===== config.mk =====
export PLATFORM = sky130hd
export DESIGN_NAME = tank_controller
export DESIGN_NICKNAME = d
export VERILOG_FILES = /design/src/rtl/tank_controller.sv
export SDC_FILE = /design/constraint.sdc
export NUM_CORES = 1
export LEC_CHECK = 0
export ABC_AREA = 1
export BUFFER_PORTS_ARGS = -buffer_cell sky130_fd_sc_hd__buf_2
export CAP_MARGIN = 20
export CORE_ASPECT_RATIO = 1.2
export CORE_UTILIZATION = 56
export CTS_BUF_LIST = sky130_fd_sc_hd__clkbuf_2
export CTS_CLUSTER_DIAMETER = 60
export CTS_CLUSTER_SIZE = 25
export DETAILED_ROUTE_END_ITERATION = 12
export PLACE_DENSITY = 0.8
export SLEW_MARGIN = 30
export SYNTH_ARGS = -nofsm -noshare
export SYNTH_HDL_FRONTEND = slang
export SYNTH_SLANG_ARGS = --single-unit

===== constraint.sdc =====
create_clock -name clk -period 4.8 [get_ports clk]
set_input_delay 0 -clock clk [delete_from_list [all_inputs] [get_ports clk]]
set_output_delay 0 -clock clk [all_outputs]
set_load 0.01 [all_outputs]

===== src/rtl/tank_controller.sv =====
// -----------------------------------------------------------------------------
// tank_controller
//   Converts debounced joystick and fire levels into a tank grid position and
//   direction, plus a single in-flight bullet. Tank and bullet each advance on
//   their own tick divider. An update is committed only in a cycle where the
//   VGA block is not scanning, so a frame never sees a torn position.
//
// Ports
//   clk, rst_n          pixel clock, asynchronous active-low reset
//   i_top_state[1:0]    top-level game state; play advances only in PLAY_STATE
//   i_VGA_buzy          1 = VGA is in the visible area; commits are deferred
//   i_up/down/left/right joystick levels, active-high
//   i_fire              fire button level, active-high (rising edge fires)
//   o_tank_x/y[5:0]     tank cell
//   o_tank_dir[1:0]     0=up 1=right 2=down 3=left
//   o_bullet_valid      bullet in flight
//   o_bullet_x/y[5:0]   bullet cell (hold the last value once the bullet dies)
//   o_bullet_dir[1:0]   bullet travel direction
// -----------------------------------------------------------------------------
module tank_controller #(
   parameter int         GRID_W     = 40,
   parameter int         GRID_H     = 30,
   parameter int         INIT_X     = 2,
   parameter int         INIT_Y     = 2,
   parameter int         INIT_DIR   = 0,
   parameter int         MOVE_DIV   = 3_125_000,
   parameter int         BULLET_DIV = 781_250,
   parameter logic [1:0] PLAY_STATE = 2'b01
) (
   input  logic       clk,
   input  logic       rst_n,
   input  logic [1:0] i_top_state,
   input  logic       i_VGA_buzy,
   input  logic       i_up,
   input  logic       i_down,
   input  logic       i_left,
   input  logic       i_right,
   input  logic       i_fire,
   output logic [5:0] o_tank_x,
   output logic [5:0] o_tank_y,
   output logic [1:0] o_tank_dir,
   output logic       o_bullet_valid,
   output logic [5:0] o_bullet_x,
   output logic [5:0] o_bullet_y,
   output logic [1:0] o_bullet_dir
);

   localparam int MW = (MOVE_DIV   > 1) ? $clog2(MOVE_DIV)   : 1;
   localparam int BW = (BULLET_DIV > 1) ? $clog2(BULLET_DIV) : 1;
   localparam logic [MW-1:0] MOVE_LAST   = MW'(MOVE_DIV - 1);
   localparam logic [BW-1:0] BULLET_LAST = BW'(BULLET_DIV - 1);
   localparam logic [5:0]    X_MAX       = 6'(GRID_W - 1);
   localparam logic [5:0]    Y_MAX       = 6'(GRID_H - 1);

   localparam logic [1:0] DIR_UP    = 2'd0;
   localparam logic [1:0] DIR_RIGHT = 2'd1;
   localparam logic [1:0] DIR_DOWN  = 2'd2;
   localparam logic [1:0] DIR_LEFT  = 2'd3;

   typedef enum logic {T_HOLD, T_RUN} tank_state_t;
   typedef enum logic {B_IDLE, B_FLY} bullet_state_t;

   // Neighbour cell in a direction; ok=0 when the step would leave the grid.
   // Bounds are tested on the current value so 6-bit wrap can never occur.
   typedef struct packed {
      logic       ok;
      logic [5:0] x;
      logic [5:0] y;
   } cell_t;

   function automatic cell_t step_cell(input logic [5:0] x, input logic [5:0] y,
                                       input logic [1:0] dir);
      cell_t c;
      c.ok = 1'b0;
      c.x  = x;
      c.y  = y;
      case (dir)
         DIR_UP:    if (y != 6'd0) begin c.ok = 1'b1; c.y = y - 6'd1; end
         DIR_RIGHT: if (x <  X_MAX) begin c.ok = 1'b1; c.x = x + 6'd1; end
         DIR_DOWN:  if (y <  Y_MAX) begin c.ok = 1'b1; c.y = y + 6'd1; end
         default:   if (x != 6'd0) begin c.ok = 1'b1; c.x = x - 6'd1; end
      endcase
      return c;
   endfunction

   // State registers
   tank_state_t   t_state,  t_state_d;
   bullet_state_t b_state,  b_state_d;
   logic [MW-1:0] move_cnt, move_cnt_d;
   logic [BW-1:0] bul_cnt,  bul_cnt_d;
   logic          move_pend, move_pend_d;
   logic          bul_pend,  bul_pend_d;
   logic          fire_q;
   logic          fire_req,  fire_req_d;
   logic [5:0]    tank_x, tank_x_d, tank_y, tank_y_d;
   logic [1:0]    tank_dir, tank_dir_d;
   logic [5:0]    bul_x, bul_x_d, bul_y, bul_y_d;
   logic [1:0]    bul_dir, bul_dir_d;

   // Combinational helpers
   logic       play, run;
   logic       move_tick, bul_tick;
   logic       move_commit, bul_commit, fire_commit;
   logic       fire_rise;
   logic       req_vld;
   logic [1:0] req_dir;
   cell_t      tank_nxt, bul_nxt;

   always_ff @(posedge clk or negedge rst_n) begin
      if (!rst_n) begin
         t_state   <= T_HOLD;
         b_state   <= B_IDLE;
         move_cnt  <= '0;
         bul_cnt   <= '0;
         move_pend <= 1'b0;
         bul_pend  <= 1'b0;
         fire_q    <= 1'b0;
         fire_req  <= 1'b0;
         tank_x    <= 6'(INIT_X);
         tank_y    <= 6'(INIT_Y);
         tank_dir  <= 2'(INIT_DIR);
         bul_x     <= '0;
         bul_y     <= '0;
         bul_dir   <= '0;
      end else begin
         t_state   <= t_state_d;
         b_state   <= b_state_d;
         move_cnt  <= move_cnt_d;
         bul_cnt   <= bul_cnt_d;
         move_pend <= move_pend_d;
         bul_pend  <= bul_pend_d;
         fire_q    <= i_fire;
         fire_req  <= fire_req_d;
         tank_x    <= tank_x_d;
         tank_y    <= tank_y_d;
         tank_dir  <= tank_dir_d;
         bul_x     <= bul_x_d;
         bul_y     <= bul_y_d;
         bul_dir   <= bul_dir_d;
      end
   end

   always_comb begin
      play      = (i_top_state == PLAY_STATE);
      t_state_d = play ? T_RUN : T_HOLD;
      // Entering play spends one cycle in HOLD; nothing can be pending then
      // because flags only set while already in play.
      run       = play && (t_state == T_RUN);

      move_tick = play && (move_cnt == MOVE_LAST);
      bul_tick  = play && (bul_cnt  == BULLET_LAST);
      fire_rise = i_fire && !fire_q;

      move_commit = run && move_pend && !i_VGA_buzy;
      bul_commit  = run && bul_pend  && !i_VGA_buzy;
      fire_commit = run && fire_req  && !i_VGA_buzy;

      // Dividers restart from 0 whenever play resumes; flags are one-deep.
      move_cnt_d  = (!play || move_tick) ? '0 : move_cnt + MW'(1);
      bul_cnt_d   = (!play || bul_tick)  ? '0 : bul_cnt  + BW'(1);
      move_pend_d = play && (move_tick || (move_pend && !move_commit));
      bul_pend_d  = play && (bul_tick  || (bul_pend  && !bul_commit));
      fire_req_d  = play && (fire_rise || (fire_req  && !fire_commit));

      // Joystick priority: up > down > left > right
      req_vld = i_up || i_down || i_left || i_right;
      if (i_up)        req_dir = DIR_UP;
      else if (i_down) req_dir = DIR_DOWN;
      else if (i_left) req_dir = DIR_LEFT;
      else             req_dir = DIR_RIGHT;

      // Pre-move neighbour: used both for the tank step and the spawn cell.
      tank_nxt = step_cell(tank_x, tank_y, tank_dir);
      bul_nxt  = step_cell(bul_x, bul_y, bul_dir);

      tank_x_d   = tank_x;
      tank_y_d   = tank_y;
      tank_dir_d = tank_dir;
      if (move_commit && req_vld) begin
         if (req_dir != tank_dir) begin
            tank_dir_d = req_dir;
         end else if (tank_nxt.ok) begin
            tank_x_d = tank_nxt.x;
            tank_y_d = tank_nxt.y;
         end
      end

      b_state_d = b_state;
      bul_x_d   = bul_x;
      bul_y_d   = bul_y;
      bul_dir_d = bul_dir;
      // A request landing while FLY, or with an off-grid spawn cell, is simply
      // consumed. A spawn also swallows a coincident bullet step.
      if (fire_commit && (b_state == B_IDLE) && tank_nxt.ok) begin
         b_state_d = B_FLY;
         bul_x_d   = tank_nxt.x;
         bul_y_d   = tank_nxt.y;
         bul_dir_d = tank_dir;
      end else if (bul_commit && (b_state == B_FLY)) begin
         if (bul_nxt.ok) begin
            bul_x_d = bul_nxt.x;
            bul_y_d = bul_nxt.y;
         end else begin
            b_state_d = B_IDLE;
         end
      end
   end

   assign o_tank_x       = tank_x;
   assign o_tank_y       = tank_y;
   assign o_tank_dir     = tank_dir;
   assign o_bullet_valid = (b_state == B_FLY);
   assign o_bullet_x     = bul_x;
   assign o_bullet_y     = bul_y;
   assign o_bullet_dir   = bul_dir;

endmodule


==> out/results.ini <==
[setup_path]
worstPathRequired_ns=5.29
critPathKind=in2reg
timing.critical_path.mode_cell=dlygate4sd3_1
crit_fanout=5
rr_startpoint=o_tank_y[0]$_DFFE_PN0P_
startpoint_type=input pin
worstPathArrival_ns=3.11
cp_cell_sequence=dlygate4sd3_1 > buf_2 > nor2_4 > dlygate4sd3_1 > nand3_4 > clkinv_2 > nand3_2 > nor2_1 > dlygate4sd3_1 > a21oi_1 > dlygate4sd3_1
reg2reg_to=o_bullet_y[5]$_DFFE_PN0P_
worst-r2r-cell-count=11
endpoint_kind=register
r2r_slack_ns=2.64
cp_slowest_cell=dlygate4sd3_1
slowest_delay_ns=0.69

[timing]
slew_violations=0
hold_viol_final=18
rsz0062_at_grt=false
setup_tns_ns=0
tightest_slew_ns=0.7412
min_period_over_period=0.5462
max_freq_mhz=381.4
fin_skew_ns=0.02597
slew_headroom=0.5047
setup_viol=0
layout_setup_ws_ns=2.178
fin_crit_ns=2.622
holdWs_ns=-0.01884

[logic_synthesis]
synth_cells=700
ys_dominant_reg_cell=dfrtp_1
yosysSeqAreaShare=0.3644
async_flop_share=1.000
synth.ff_latch_count=76
syn_area_um2=5226
synth-edff-count=0
syn_area_per_cell_um2=7.466
yosys_warnings=0
syn_nets=726
yosysUniqueCellTypes=42

[global_route]
grt_max_degree=77
overflow=0
grt_usage=0.2601
grt_pass1_wl_mm=20.33
antenna_found_initial=0
grt_pass1_vias=4511

[drt]
ant_nets=0
wl_per_cell_um=13.59
finalWirelength_mm=11.88
route.vias.total=4739
viasPerCell=5.422
drc_errors=0
drt_iter0_drc=263
first_pass_iters=5

[outcome]
outcome=finished, violations left
violations=negative hold slack

[clock_tree]
cts_root_buf=clkbuf_2
clkLatencyLatePin_ns=0.57
cts.path.max_buffers=2
clock-sinks=76
cts.repair.resized=0
cts_inserted_buffers=9
clkSlewWorstSetupHoldPaths_ns=0.22
cts_tree=built
htreeDepth=3

[cells_and_area]
drive_above_1_share=0.1472
antenna_cells=0
nNetsFinal=775
synthToLayoutAreaGrowth_pct=8.858

[floorplanning]
rows=38
core_um2=9034
start_util=0.5785
dieWidth_um=90.19
ios=39
fp.dieH_um=107.8
die_area_um2=9725

[placed_design]
dp_hpwl_mm=8.691
place_congestion=0.9629
pre_cts_ws_ns=2.706
io_buffers=38

[min_path]
hold_path.class=in2async

[power]
p_leak_nw=2.560
power.density_nw_per_um2=207.3
worst_ir_drop_vdd_uv=185.0
total_power_mw=1.179

[run]
drv_cap=0

==> metrics by stage <==
stage                     hold WS [ns]  instance area (um2)  cells  utilization
final                         -0.01884                 5689    874       0.6298
after global routing           0.01086                 5689    874       0.6298
after CTS                      0.02012                 5685    874       0.6294
after detailed placement        0.1328                 5448    845       0.6030
after global placement          0.1269                 5448    845       0.6030
after floorplan                -0.2956                 5226    700            -
==> cells in the mapped netlist (all sizes together), types with 6 or more instances <==
master	instances	area share
nand2	180	0.14
nor2	105	0.087
inv	78	0.057
nand3	75	0.079
dfrtp	74	0.35
xor2	40	0.067
o21ai	30	0.038
nand4	23	0.030
a21oi	17	0.016
nor3	17	0.018
ha	15	0.036
buf	13	0.023
xnor2	7	0.012
nor3b	6	0.0086
==> critical path, delay by kind of cell <==
kind / cells / cell delay (ns)
AO/OA/AOI/OAI: 1 / 0.04
buffers and inverters: 6 / 2.55
AND/OR/NAND/NOR: 4 / 0.52
==> layer usage <==
layer,track usage,vias to the layer above,share of wire
li1,-,2368,-
met1,0.2987,2246,0.43
met2,0.4716,103,0.52
met3,0.04661,22,0.029
met4,0.1175,0,0.024
met5,0,-,0
==> sequential cells by signal (all words and copies together) (netlist names) <==
register / cells
o_bullet_valid: 1
o_tank_x: 6
o_bullet_dir: 2
o_bullet_y: 6
o_bullet_x: 6
o_tank_y: 6
o_tank_dir: 2
fire_req: 1
fire_q: 1
move_cnt: 22
move_pend: 1
t_state: 1
bul_pend: 1
bul_cnt: 20
==> layout make-up <==
cell class              count  area (um2)
repair buffers             51       326.6
clock buffers              11       55.05
fillers                   818        3344
multi-input cells         532        2898
well taps                 120       150.1
flip-flops and latches     76        1904
inverters                  79       302.8
clock inverters             5       52.55
==> power by group <==
group          switching, mW  total, mW  internal, mW
clock                  0.230      0.352         0.122
sequential            0.0218      0.676         0.654
combinational         0.0917      0.152        0.0601
total                  0.343       1.18         0.836
==> placed cells by master, fill, tap and decap left out, types with 2 or more instances in the layout <==
cell type,synthesis,layout
a21oi_1,17,17
a31oi_1,2,2
buf_2,6,37
clkbuf_2,0,11
clkinv_2,1,3
dfrtp_1,74,74
dfstp_2,2,2
dlygate4sd3_1,0,13
ha_1,15,15
inv_1,73,73
inv_2,3,3
inv_4,2,2
nand2_1,169,169
nand2_2,9,9
nand2_4,2,2
nand3_1,69,69
nand3_2,5,5
nand4_1,22,22
nor2_1,92,92
nor2_2,7,7
nor2_4,6,6
nor3_1,15,15
nor3_2,2,2
nor3b_1,6,6
nor4_1,3,3
o211ai_1,2,2
o21ai_0,16,16
o21ai_2,13,13
or2_0,2,2
or2_2,2,2
xnor2_1,7,7
xor2_1,40,40
==> kinds of logic after synthesis <==
group / count (synthesis) / share of synthesized area
buf+inv: 92 / 0.08116
simple gates: 415 / 0.3720
compound gates: 54 / 0.06392
fa+ha+maj: 16 / 0.03974
xor+xnor: 47 / 0.07877
flops: 76 / 0.3644
==> worst max path at each step <==
stage / startpoint / cells past startpoint / slack [ns] / to
floorplan: o_tank_y[0]$_DFFE_PN0P_ / 12 / 2.98 / o_tank_x[5]$_DFFE_PN0P_
global placement: o_tank_y[1]$_DFFE_PN1P_ / 11 / 2.82 / o_bullet_x[1]$_DFFE_PN0P_
detailed placement: o_tank_y[0]$_DFFE_PN0P_ / 11 / 2.71 / o_bullet_y[5]$_DFFE_PN0P_
CTS: i_top_state[1] / 11 / 2.20 / o_tank_dir[0]$_DFFE_PN0P_
global route: i_top_state[1] / 11 / 2.07 / o_tank_dir[0]$_DFFE_PN0P_
finish: i_top_state[1] / 11 / 2.18 / o_tank_dir[0]$_DFFE_PN0P_
==> timing repair <==
item / CTS / global route
hold endpoints to repair: 105 / 0
setup buffers: 0 / 0
hold buffers: 13 / 0
(Power assumes the default switching activity.)
